--- src/rtl/mcdf_fifo_pkg.sv ---
// Shared constants and default-threshold helpers for the MCDF channel FIFO.
// Imported by the FIFO top level and its storage sub-module.
package mcdf_fifo_pkg;

    localparam int unsigned MCDF_FIFO_AW   = 6;
    localparam int unsigned MCDF_FIFO_DW   = 32;

    localparam int unsigned FIFO_MODE_STD  = 0;
    localparam int unsigned FIFO_MODE_FWFT = 1;

    // Nominal margin of 4 entries, shrunk for tiny FIFOs so the level checks still hold.
    function automatic int unsigned mcdf_fifo_af_level(input int unsigned aw);
        int unsigned depth;
        depth = 32'd1 << aw;
        return (depth > 4) ? depth - 4 : depth;
    endfunction

    function automatic int unsigned mcdf_fifo_ae_level(input int unsigned aw);
        int unsigned depth;
        depth = 32'd1 << aw;
        return (depth > 4) ? 4 : depth - 1;
    endfunction

endpackage

--- src/rtl/mcdf_fifo_mem.sv ---
// Simple dual-port register array: synchronous write, asynchronous read.
// Contents are not reset; the pointers in the top level guard reachability.
module mcdf_fifo_mem
    import mcdf_fifo_pkg::*;
#(
    parameter int unsigned AW = MCDF_FIFO_AW,
    parameter int unsigned DW = MCDF_FIFO_DW
) (
    input  logic          clk,
    input  logic          wr_en,
    input  logic [AW-1:0] wr_addr,
    input  logic [DW-1:0] wr_data,
    input  logic [AW-1:0] rd_addr,
    output logic [DW-1:0] rd_data
);

    logic [DW-1:0] mem [2**AW];

    always_ff @(posedge clk) begin
        if (wr_en) begin
            mem[wr_addr] <= wr_data;
        end
    end

    assign rd_data = mem[rd_addr];

endmodule

--- src/rtl/mcdf_sync_fifo.sv ---
// Parametrised single-clock FIFO with standard or first-word-fall-through read,
// almost-full/empty thresholds and sticky overflow/underflow flags.
module mcdf_sync_fifo
    import mcdf_fifo_pkg::*;
#(
    parameter int unsigned AW       = MCDF_FIFO_AW,
    parameter int unsigned DW       = MCDF_FIFO_DW,
    parameter int unsigned FWFT     = FIFO_MODE_STD,
    parameter int unsigned AF_LEVEL = mcdf_fifo_af_level(AW),
    parameter int unsigned AE_LEVEL = mcdf_fifo_ae_level(AW)
) (
    input  logic          clk,
    input  logic          rst_n,
    input  logic          wr_en,
    input  logic [DW-1:0] wr_data_i,
    output logic          wr_full,
    output logic          wr_almost_full,
    input  logic          rd_en,
    output logic [DW-1:0] rd_data_o,
    output logic          rd_valid,
    output logic          rd_empty,
    output logic          rd_almost_empty,
    output logic [AW:0]   fifo_count,
    output logic [AW:0]   fifo_margin,
    input  logic          err_clr,
    output logic          ovf_err,
    output logic          udf_err
);

    localparam int unsigned DEPTH = 2**AW;
    localparam logic [AW:0] DEPTH_CNT = (AW+1)'(DEPTH);
    localparam logic [AW:0] AF_CNT    = (AW+1)'(AF_LEVEL);
    localparam logic [AW:0] AE_CNT    = (AW+1)'(AE_LEVEL);

    if (AF_LEVEL > DEPTH) begin : g_af_level_chk
        $error("mcdf_sync_fifo: AF_LEVEL must not exceed DEPTH");
    end
    if (AE_LEVEL >= DEPTH) begin : g_ae_level_chk
        $error("mcdf_sync_fifo: AE_LEVEL must be below DEPTH");
    end

    logic [AW-1:0] wr_ptr_q, wr_ptr_d;
    logic [AW-1:0] rd_ptr_q, rd_ptr_d;
    logic [AW:0]   count_q, count_d;
    logic          ovf_q, ovf_d;
    logic          udf_q, udf_d;
    logic          wr_acc, rd_acc;
    logic [DW-1:0] mem_rd_data;

    assign rd_acc = rd_en & ~rd_empty;
    // A full FIFO still takes a write when the same cycle frees a slot.
    assign wr_acc = wr_en & (~wr_full | rd_acc);

    always_comb begin
        wr_ptr_d = wr_ptr_q;
        rd_ptr_d = rd_ptr_q;
        count_d  = count_q;
        if (wr_acc) begin
            wr_ptr_d = wr_ptr_q + (AW)'(1);
        end
        if (rd_acc) begin
            rd_ptr_d = rd_ptr_q + (AW)'(1);
        end
        case ({wr_acc, rd_acc})
            2'b10:   count_d = count_q + (AW+1)'(1);
            2'b01:   count_d = count_q - (AW+1)'(1);
            default: count_d = count_q;
        endcase
    end

    // A new error event takes priority over a clear in the same cycle.
    always_comb begin
        ovf_d = ovf_q;
        udf_d = udf_q;
        if (err_clr) begin
            ovf_d = 1'b0;
            udf_d = 1'b0;
        end
        if (wr_en & ~wr_acc) begin
            ovf_d = 1'b1;
        end
        if (rd_en & rd_empty) begin
            udf_d = 1'b1;
        end
    end

    always_ff @(posedge clk or negedge rst_n) begin
        if (!rst_n) begin
            wr_ptr_q <= '0;
            rd_ptr_q <= '0;
            count_q  <= '0;
            ovf_q    <= 1'b0;
            udf_q    <= 1'b0;
        end else begin
            wr_ptr_q <= wr_ptr_d;
            rd_ptr_q <= rd_ptr_d;
            count_q  <= count_d;
            ovf_q    <= ovf_d;
            udf_q    <= udf_d;
        end
    end

    mcdf_fifo_mem #(
        .AW (AW),
        .DW (DW)
    ) u_mem (
        .clk     (clk),
        .wr_en   (wr_acc),
        .wr_addr (wr_ptr_q),
        .wr_data (wr_data_i),
        .rd_addr (rd_ptr_q),
        .rd_data (mem_rd_data)
    );

    if (FWFT == FIFO_MODE_STD) begin : g_std_read
        logic [DW-1:0] rd_data_q;
        logic          rd_valid_q;

        always_ff @(posedge clk or negedge rst_n) begin
            if (!rst_n) begin
                rd_data_q  <= '0;
                rd_valid_q <= 1'b0;
            end else begin
                if (rd_acc) begin
                    rd_data_q <= mem_rd_data;
                end
                rd_valid_q <= rd_acc;
            end
        end

        assign rd_data_o = rd_data_q;
        assign rd_valid  = rd_valid_q;
    end else begin : g_fwft_read
        assign rd_data_o = rd_empty ? '0 : mem_rd_data;
        assign rd_valid  = ~rd_empty;
    end

    assign fifo_count      = count_q;
    assign fifo_margin     = DEPTH_CNT - count_q;
    assign wr_full         = (count_q == DEPTH_CNT);
    assign rd_empty        = (count_q == '0);
    assign wr_almost_full  = (count_q >= AF_CNT);
    assign rd_almost_empty = (count_q <= AE_CNT);
    assign ovf_err         = ovf_q;
    assign udf_err         = udf_q;

endmodule
--- config.mk ---
export PLATFORM = sky130hd
export DESIGN_NAME = mcdf_sync_fifo
export DESIGN_NICKNAME = d
export VERILOG_FILES = /design/src/rtl/mcdf_fifo_pkg.sv /design/src/rtl/mcdf_fifo_mem.sv /design/src/rtl/mcdf_sync_fifo.sv
export SDC_FILE = /design/constraint.sdc
export NUM_CORES = 2
export LEC_CHECK = 0
export CAP_MARGIN = 5
export CORE_ASPECT_RATIO = 1.25
export CORE_MARGIN = 2
export CORE_UTILIZATION = 50
export DETAILED_ROUTE_END_ITERATION = 12
export PLACE_DENSITY_LB_ADDON = 0.25
export RECOVER_POWER = 50
export SLEW_MARGIN = 20
export SYNTH_ARGS = -nofsm -noshare
export SYNTH_HDL_FRONTEND = slang
export SYNTH_HIERARCHICAL = 1
export SYNTH_SLANG_ARGS = --single-unit
--- constraint.sdc ---
create_clock -name clk -period 8.78 [get_ports clk]
set_input_delay 1.756 -clock clk [delete_from_list [all_inputs] [get_ports clk]]
set_output_delay 1.756 -clock clk [all_outputs]
set_load 0.03 [all_outputs]
# Word level (Yosys, flattened, before mapping)
# Memories as Yosys holds them, arrays and structs flattened. A register that Yosys moved wholly into a read port is not among the register bits.
# Cells that the tools add are included.
# Widths: inputs -> output; s select.
# totals
ff_bits	22
ramBits	2048
inputBits	37
output_inout_bits	53
memories	1
# op_classes
add_sub_neg	5
order_cmp	2
eq_ne	3
n_mux	6
bitwise	8
n_reduce_logical	5
# mem_list
name	words	width	rd	rd_ports_with_merged_regs	wr	line	rtl
u_mem.mem	64	32	1	1	1	mcdf_fifo_mem.sv:17	logic [DW-1:0] mem [2**AW];
# ops
operator	count
$pmux 7 s2	1
$add 6x1->6 const B	2
$add 7x1->7 const B	1
$eq 7x7->1 const B	1
$ge 7x6->1 const B	1
$le 7x3->1 const B	1
$logic_not 7->1	1
$sub 7x1->7 const B	1
$sub 7x7->7 const A	1
$reduce_bool 2->1	3
$mux 1	5
$and 1x1->1	4
$not 1->1	3
$eq 2x1->1 const B	1
$eq 2x2->1 const B	1
$logic_not 1->1	1
$or 1x1->1	1

# Longest topological paths before layout
# depth
word_depth	8
mapped_depth	16
depth_no_buf	14

# Hierarchy
# The synthesis kept the hierarchy.
# modules_own_cells
mod	n_inst	cells_each	area_each_um2
mcdf_fifo_mem	1	3292	77874.7
mcdf_sync_fifo	1	258	2514.9

# Worst setup path before layout
# No wires, ideal clock.
# synth_path
path_kind	in2reg
from	input wr_en
to	memory u_mem/mem[48][0] in the netlist's numbering, enable pin
setup_time_ns	0.461
arrival_time_ns	4.781
t_required_ns	8.319
slack_ns	3.538
path_stages	5
n_path_buf	0
path_cell_list	inv_1 a41oi_2 nor2b_1 nand4b_1 nor3_1
# synth_between
elab_chain_cells	3
# synth_rtl
item	line	rtl
start: declaration	mcdf_sync_fifo.sv:14	input logic wr_en,
$and 1x1->1	mcdf_sync_fifo.sv:52	assign wr_acc = wr_en & (~wr_full | rd_acc);
net wr_acc	mcdf_sync_fifo.sv:47	logic wr_acc, rd_acc;
$mux 1	mcdf_fifo_mem.sv:20	if (wr_en) begin
$mux 1 (not written as such)	mcdf_fifo_mem.sv:21	mem[wr_addr] <= wr_data;
end: declaration	mcdf_fifo_mem.sv:17	
# The timed path passes the listed nets, and every way through them passes these cells.

# Final worst setup path
# layout_path
from	input rd_en
to	register count_q[6], in the netlist fifo_count[6]
# layout_between
elab_chain_cells	5
word_cells_on_any_way	7
# layout_rtl
item	line	rtl
start: declaration	mcdf_sync_fifo.sv:18	input logic rd_en,
$and 1x1->1 (*)	mcdf_sync_fifo.sv:50	assign rd_acc = rd_en & ~rd_empty;
$or 1x1->1	mcdf_sync_fifo.sv:52	
$and 1x1->1	mcdf_sync_fifo.sv:52	
$eq 2x1->1 / $eq 2x2->1 (equally long branches)	mcdf_sync_fifo.sv:64	case ({wr_acc, rd_acc})
$pmux 7 s2 / $reduce_bool 2->1 (equally long branches)	n/a	
end signal: assignment	mcdf_sync_fifo.sv:97	count_q <= count_d;
end: declaration	mcdf_sync_fifo.sv:44	logic [AW:0] count_q, count_d;
# Every way passes the cells marked *; elsewhere a longest branch is shown, timed or not.
# A chain may end at the register's enable or synchronous reset.

==> results.py <==
metrics = {
    "run_status": {
        "status": "complete, but fails checks",
        "violations": "capacitance limit, slew limit",
    },
    "power_and_ir_drop": {
        "p_per_area_mw_per_mm2": 321,
        "p_leak_nw": 28.2,
        "ir_drop_mv": 0.287,
    },
    "global_routing": {
        "grt_usage_pct": 24.3,
        "grt_pass1_wl_um": 281000,
        "antenna_found_initial": 11,
        "grt_max_degree": 124,
        "grt_pass1_vias": 37700,
        "overflow": 0,
    },
    "yosys": {
        "syn_inst": 3550,
        "synth-seq-area-share_pct": 78.2,
        "ys_seq_elements": 2102,
        "syn_area_mm2": 0.0804,
        "post_synth.cell_area_avg_um2": 22.6,
        "synth-async-reset-ratio_pct": 2.57,
        "yosysWarnings": 6,
        "dominantRegCellSynth": "edfxtp_1",
        "syn-num-nets": 3596,
        "synth_enable_flop_cells": 2048,
        "yosysUniqueCellTypes": 58,
    },
    "worst_setup_path": {
        "timing.critical_path.buf_inv": 3,
        "worstReg2RegEnd": "fifo_count[6]",
        "cp_max_fo": 39,
        "crit_chain": "dlygate4sd3_1 > nand2b_1 > inv_1 > nand2_1 > inv_1 > ha_1 > nor2b_1 > o31ai_1 > a21oi_1 > o31a_1 > o211ai_1",
        "crit_path_max_incr_delay_ns": 1.12,
        "rr_startpoint": "fifo_count[0]",
        "crit_required_ns": 9.52,
        "cp-startpoint": "rd_en",
        "critPathSlowestCell": "nand2b_1",
        "crit_path_start_kind": "input pin",
        "rrSetupSlack_ns": 3.05,
        "cp_top_family": "buffers and inverters",
        "crit_type": "in -> reg",
        "reg2regPathDepth": 14,
        "path_common_cell": "inv_1",
        "crit_arrival_ns": 6.74,
        "critPathCaptureType": "register",
    },
    "clock_network": {
        "cts_hold_buffers": 0,
        "clock_latency_ns": 0.83,
        "clkTransAtPathRegs_ns": 0.06,
        "cts_setup_buffers": 0,
        "cts_root_buf": "clkbuf_16",
        "clock_path_buffers": 3,
        "numClockSinks": 2102,
        "htree_num_levels": 4,
        "cts_buffers": 196,
        "cts.repair.resized": 0,
        "cts_tree": "built",
    },
    "floorplanning": {
        "placementRows": 164,
        "die_h_um": 452,
        "floorplan.initialDensity_pct": 50.3,
        "core-area_mm2": 0.160,
        "dieArea_mm2": 0.164,
        "io-pin-count": 90,
        "die_x_um": 363,
    },
    "timing": {
        "fmax_mhz": 167,
        "fin_setup_tns_ns": 0,
        "rsz0062_at_grt": "no",
        "setup_viol": 0,
        "tightest_slew_ns": 4.09,
        "skew_ns": 0.0268,
        "min_period_over_period_pct": 68.4,
        "timing.final.crit_period_ns": 6.00,
        "holdWs_ns": 0.476,
        "hold_violations": 0,
        "slew_violations": 2175,
        "maxSlewHeadroom_pct": -172,
    },
    "place": {
        "gp_congestion": 0.967,
        "numPortBuffers": 89,
        "place_hpwl_um": 114000,
        "dpl.cell_count": 5633,
    },
    "layout": {
        "final_common_cell": "edfxtp_1",
        "most-common-layout-cells": "2,048 x edfxtp_1, 544 x mux4_2, 199 x clkbuf_16",
        "drive_gt1_share_pct": 25.8,
        "final_nets": 3810,
        "area_growth_pct": 12.7,
        "layout.cells.non_filler": 6003,
    },
    "min_path": {
        "hold-path-endpoint": "rd_data_o[13]",
        "min_from": "rd_data_o[13]",
        "min_path_type": "reg -> reg",
        "worstHoldPathCells": 2,
    },
    "routing": {
        "first_iter_violations": 5215,
        "vias": 37700,
        "routedWlPerCell_um": 32.9,
        "routed_wl_um": 198000,
        "route.detailed.drc": 0,
        "ant_nets": 0,
        "dr.pass1.iters": 5,
        "viasPerCell": 6.28,
    },
    "run": {
        "max-cap-violations": 35,
    },
}
[how the worst max path moves through the flow]
stage / cells after the start / slack [ns] / to
after CTS: 6 / 3.72 / u_mem/mem[30][24]
final: 11 / 2.78 / fifo_count[6]
after floorplan: 5 / 3.54 / u_mem/mem[48][0]
after global routing: 11 / 2.60 / fifo_count[6]
after global placement: 6 / 2.89 / u_mem/mem[30][5]
after detailed placement: 6 / 2.86 / u_mem/mem[30][26]
[power breakdown]
group	internal [W]	switching, W	total (W)
sequential	0.0115	0.000387	0.0119
combinational	0.00343	0.00535	0.00878
clock	0.00474	0.00362	0.00836
[stage by stage]
step	worst slack (ns)	util, %	total power [W]	cell area, um^2
after floorplan	3.54	-	0.0174	80400
after global placement	2.89	52.6	0.0208	84100
after detailed placement	2.86	52.7	0.0208	84300
after CTS	3.72	56.7	0.0291	90600
after global routing	2.60	56.7	0.0299	90600
final	2.78	56.7	0.0290	90600
[registers in the layout, indices dropped and copies added (netlist names)]
name and cells:
u_mem/mem 2048, udf_err 1, rd_valid 1, fifo_count 7, rd_data_o 32, rd_ptr_q 6, wr_ptr_q 6, ovf_err 1
[Yosys cell counts (all sizes together) (2+ instances only)]
master	n	share of area [%]
xnor2	16	0.17
edfxtp	2048	77
inv	8	0.037
o211ai	3	0.028
nor3	10	0.076
buf	116	0.83
or2	3	0.023
o32ai	4	0.044
a41o	5	0.062
nand3	7	0.044
nand2	133	0.62
mux2	5	0.070
and2	2	0.016
nor2b	18	0.14
a22oi	12	0.11
dfrtp	54	1.7
mux2i	94	1.2
xor2	3	0.033
nand4	5	0.039
a311oi	8	0.087
nand3b	5	0.047
or3	4	0.037
o22ai	84	0.65
o221ai	27	0.29
and3	6	0.047
clkbuf	76	0.35
a21oi	66	0.41
ha	8	0.12
nor2	144	0.67
mux4	544	15
o21ai	4	0.039
or3b	5	0.054
nand2b	10	0.078
[tightest hold or removal path: cells and delay by family, from the launching register on]
kind	cells	cell delay, ns
DFF	1	0.34
and+or+nand+nor	2	0.10
[kinds of logic (layout without fill, tap and decap cells)]
family	count (synthesis)	count (layout)	synth area share, %
multiplexers	643	643	16.5
AO/OA/AOI/OAI	222	222	1.84
AND/OR/NAND/NOR	355	355	1.93
XOR/XNOR	19	19	0.207
other	0	3	0
flip-flops	2102	2102	78.2
buffers and inverters	200	575	1.22
adder cells (fa/ha/maj)	9	9	0.149
[metal layers]
layer  global-route usage [%]  wire length [um]  vias to the layer above
li1                         -                 -                    15400
met1                     32.9             76900                    20400
met2                     39.8             98000                     1587
met3                     5.04             15500                      269
met4                     8.20              7250                        2
met5                        0                11                        -
[layout make-up]
class / count / area (um^2)
sequential: 2102 / 62900
tap: 2075 / 2600
clock inverter: 117 / 1140
multi-input combinational: 1248 / 17000
inverter: 8 / 30.0
timing repair buffer: 208 / 1790
fill: 11500 / 69300
clock buffer: 242 / 5140
antenna: 3 / 7.51
No activity file was read; power rests on OpenSTA's default activity.
